<file path="src/rtl/mips_pkg.sv">
// Shared definitions for the pipeline front end: NOP encoding, default reset
// vector and the fetch-address legality check.
package mips_pkg;

    localparam logic [31:0] NOP_INSTR        = 32'h0000_0000;
    localparam logic [31:0] DEFAULT_RESET_PC = 32'h0000_0000;

    // Word-aligned and inside a memory of 'words' 32-bit words.
    function automatic logic addr_legal(input logic [31:0] addr, input int unsigned words);
        logic [33:0] limit;
        limit = {2'b00, words} << 2;
        return (addr[1:0] == 2'b00) && ({2'b00, addr} < limit);
    endfunction

endpackage

</file>
<file path="src/rtl/fetch_unit.sv">
// Instruction fetch stage: drives a synchronous-read instruction memory, tags the
// returned word with its PC, absorbs decode stalls, takes redirects, traps bad PCs.
module fetch_unit
    import mips_pkg::*;
#(
    parameter logic [31:0] RESET_PC  = DEFAULT_RESET_PC,
    parameter int unsigned MEM_WORDS = 64
) (
    input  logic        clk,
    input  logic        reset,
    output logic [31:0] imem_addr,
    input  logic [31:0] imem_rdata,
    input  logic        id_stall,
    input  logic        redirect_valid,
    input  logic [31:0] redirect_target,
    output logic [31:0] if_instr,
    output logic [31:0] if_pc,
    output logic [31:0] if_pc_plus4,
    output logic        if_valid,
    output logic        fetch_fault,
    output logic [31:0] fault_addr
);

    logic [31:0] f_pc;
    logic [31:0] r_pc;
    logic        r_valid;
    logic        fault_q;
    logic [31:0] fault_addr_q;
    logic        hold;

    // A bubble never needs holding, so a stall only bites when a real word is present.
    assign hold = id_stall && r_valid;

    // Re-presenting r_pc on a hold makes the memory return the same word again.
    always_comb begin
        imem_addr = f_pc;
        if (fault_q) begin
            imem_addr = r_pc;
        end else if (redirect_valid) begin
            imem_addr = redirect_target;
        end else if (hold) begin
            imem_addr = r_pc;
        end
    end

    always_ff @(posedge clk) begin
        if (reset) begin
            f_pc         <= RESET_PC;
            r_pc         <= RESET_PC;
            r_valid      <= 1'b0;
            fault_q      <= 1'b0;
            fault_addr_q <= 32'h0;
        end else if (!fault_q) begin
            if (redirect_valid) begin
                if (addr_legal(redirect_target, MEM_WORDS)) begin
                    r_pc    <= redirect_target;
                    r_valid <= 1'b1;
                    f_pc    <= redirect_target + 32'd4;
                end else begin
                    fault_q      <= 1'b1;
                    fault_addr_q <= redirect_target;
                    r_valid      <= 1'b0;
                end
            end else if (!hold) begin
                if (addr_legal(f_pc, MEM_WORDS)) begin
                    r_pc    <= f_pc;
                    r_valid <= 1'b1;
                    f_pc    <= f_pc + 32'd4;
                end else begin
                    fault_q      <= 1'b1;
                    fault_addr_q <= f_pc;
                    r_valid      <= 1'b0;
                end
            end
        end
    end

    assign if_valid    = r_valid && !fault_q;
    assign if_instr    = if_valid ? imem_rdata : NOP_INSTR;
    assign if_pc       = r_pc;
    assign if_pc_plus4 = r_pc + 32'd4;
    assign fetch_fault = fault_q;
    assign fault_addr  = fault_addr_q;

endmodule

</file>
<file path="config.mk">
export PLATFORM = sky130hd
export DESIGN_NAME = fetch_unit
export DESIGN_NICKNAME = d
export VERILOG_FILES = /design/src/rtl/mips_pkg.sv /design/src/rtl/fetch_unit.sv
export SDC_FILE = /design/constraint.sdc
export NUM_CORES = 1
export LEC_CHECK = 0
export CAP_MARGIN = 10
export CORE_MARGIN = 2
export CORE_UTILIZATION = 24
export DETAILED_ROUTE_END_ITERATION = 8
export SETUP_SLACK_MARGIN = 0.2
export SLEW_MARGIN = 40
export SYNTH_ARGS = -nofsm -noshare
export SYNTH_HDL_FRONTEND = slang
export SYNTH_SLANG_ARGS = --single-unit
export TNS_END_PERCENT = 5
</file>
<file path="constraint.sdc">
create_clock -name clk -period 5.3 [get_ports clk]
set_clock_uncertainty 0.2 [all_clocks]
set_input_delay 0.795 -clock clk [delete_from_list [all_inputs] [get_ports clk]]
set_output_delay 0.795 -clock clk [all_outputs]
set_load 0.005 [all_outputs]
</file>
==> results.toml <==
[min_path]
worstHoldEndpoint = "fault_addr[25]"
hp-start = "fault_addr[25]"
hold_depth = 2
hold_class = "flop to flop"

[cells_and_area]
layout-drive-gt1-share_pct = 4.920
fin_area_um2 = 7834
regArea_um2 = 1962
multi_input_area_um2 = 2829
nFillCells = 2080
fin_nets = 878
syn2layout_area_growth_pct = 56.06
mostFrequentLayoutCell = "clkdlybuf4s50_1"
stdcell_count = 1084
final_cell_mix = "clkdlybuf4s50_1, dfxtp_1, nor2_1, and3_1, a211oi_1"

[grt]
antenna_found_initial = 4
grt_pass1_vias = 4934
track_usage_pct = 17.28
grt_pass1_wl_um = 29360
grt_max_degree = 64
gr-total-overflow = 0

[logic_synthesis]
syn_inst = 608
avgSynthCellArea_um2 = 8.256
synth_nets = 678
synth_ff_type = "dfxtp_1"
seq_area_frac_synth_pct = 39.08
synth_cell_types = 48
synth_area_um2 = 5020
async_flop_share_pct = 0
yosys_warnings = 0
synth_seq_cells = 98
synth_edf_count = 0

[floorplanning]
core_area_um2 = 20360
die_x_um = 148.6
start_util_pct = 24.65
die_y_um = 148.6
die_area_um2 = 22090
ios = 230
rows = 52

[timing]
tightest_slew_ns = 0.6803
fin_crit_sh_pct = 80.88
whs_ns = 0.3000
slew_violations = 0
fmax_mhz = 233.3
rsz0062_at_grt = "false"
hold_viol = 0
tns_ns = 0
min_period_ns = 4.287
setup_violations = 0
maxSlewHeadroom_pct = 54.64

[power]
clock_power_share_pct = 35.8
swShare_pct = 29.51
ir_drop_mv = 0.1650
p_sw_uw = 557.3
internal_power_uw = 1332
seq_power_share_pct = 41.6
p_per_area_nw_per_um2 = 241.1
comb_power_share_pct = 22.6
totalPowerFinal_uw = 1889
p_leak_uw = 0.003107

[cts]
cts_made_buffers = 9
hold_buffers = 0
cts_tree = "yes"
cts_setup_buffers = 0
post_cts_resized = 0
cts-root-buf = "clkbuf_16"
clkTransAtPathRegs_ns = 0.07
cts_max_level = 3
cts_sinks = 98
clock_path_buffers = 2
clock_latency_ns = 0.36

[run]
maxCapViolCount = 0

[setup_path]
crit_type = "flop to output pin"
ff2ff_setup_slack_ns = 2.70
crit_buf_inv = 1
timing.rr.end = "f_pc[5]"
crit_required_ns = 4.30
slowest_stage = "clkdlybuf4s50_1"
end_kind = "output pin"
path_max_fanout = 6
r2r-start = "f_pc[13]"
crit_family = "simple AND/OR/NAND/NOR gates"
cp-start-kind = "flop"
rr_worst_depth = 7
path_cells = "ha_1, nand3_1, nor2_1, nand3_1, nor2_1, and3_1, xor2_1, clkdlybuf4s50_1"
cp.arrival_ns = 3.29
slowest_delay_ns = 0.53

[routing]
drtAntennaViolNets = 0
drt_iter0_drc = 282
wl_per_cell_um = 18.22
dr.pass1.iters = 5
totalWireLength_um = 19750
via_per_inst = 4.875
drc = 0
via_count = 5285

[placed_design]
gp_congestion = 0.9042
dp_hpwl_um = 14990
place_area_um2 = 7525
io_buffer_count = 229
place_inst = 1067

[run_status]
status = "finished, final reports clean"
-- cells by family after synthesis --
family / share of synthesized area, %
AOI/OAI and AO/OA: 17.75
muxes: 6.206
xor gates and xnor gates: 4.885
DFF: 39.08
and+or+nand+nor: 26.52
adders and majority gates: 0.4984
buffers and inverters: 5.060
-- per-stage QoR --
step | utilization [%] | setup slack (ns)
floorplan | - | 2.404
global placement | 36.88 | 1.115
detailed placement | 36.95 | 1.026
CTS | 38.43 | 0.9251
global route | 38.47 | 0.7349
finish | 38.47 | 1.013
-- worst max path at each step --
stage / cells after the start / from / endpoint
3_5_place_dp: 8 / id_stall / imem_addr[9]
2_1_floorplan: 6 / redirect_valid / imem_addr[24]
5_1_grt: 8 / if_pc[2] / if_pc_plus4[24]
3_3_place_gp: 8 / id_stall / imem_addr[9]
6_report: 8 / if_pc[3] / if_pc_plus4[24]
4_1_cts: 8 / if_pc[2] / if_pc_plus4[24]
-- power groups by stage --
stage / clock network, uW / logic, uW / registers, uW
finish: 676 / 426 / 787
detailed placement: 0 / 429 / 805
global placement: 0 / 427 / 803
floorplan: 0 / 175 / 801
global route: 715 / 463 / 791
CTS: 687 / 430 / 787
-- registers in the layout, summed over array words and instances, names as in the netlist --
signal and flops:
r_valid 1, f_pc 32, fault_addr 32, fetch_fault 1
if_pc 32
-- layout make-up --
| class | count | share of cell area [%] |
|---|---|---|
| Antenna cell | 1 | 0.03194 |
| Clock buffer | 9 | 2.875 |
| Clock inverter | 7 | 0.9743 |
| Inverter | 13 | 0.6229 |
| Multi-Input combinational cell | 448 | 36.11 |
| Sequential cell | 98 | 25.04 |
| Tap cell | 270 | 4.312 |
| Timing Repair Buffer | 238 | 30.03 |
-- synth_stat cells, drive strengths merged, types with 13 or more instances --
cell type | count | share of area, %
inv | 13 | 0.97
clkbuf | 38 | 2.8
and2 | 35 | 4.4
nor4 | 14 | 1.9
a21oi | 36 | 3.7
xnor2 | 16 | 2.8
nor2 | 84 | 6.5
mux2i | 30 | 6.0
a211oi | 36 | 5.4
nand3 | 18 | 1.8
o22ai | 28 | 3.5
nand2 | 14 | 1.0
dfxtp | 98 | 39
and3 | 53 | 6.6
-- worst reg2reg max path, stage by stage (launching register included) --
cell and delay (ns):
dfxtp_1 0.35, nor4_1 0.43, nand4_1 0.20, nor2_2 0.34, o21ai_2 0.29, buf_4 0.34
o21ai_0 0.22, a31oi_1 0.09
-- routing by layer --
metal | wire length (um) | part of all wire (%) | GRT usage, %
met1 | 9306 | 47 | 24.09
met2 | 8250 | 42 | 25.62
met3 | 1717 | 8.7 | 4.264
met4 | 448 | 2.3 | 6.762
met5 | 30 | 0.15 | 0
(Power assumes the default switching activity.)
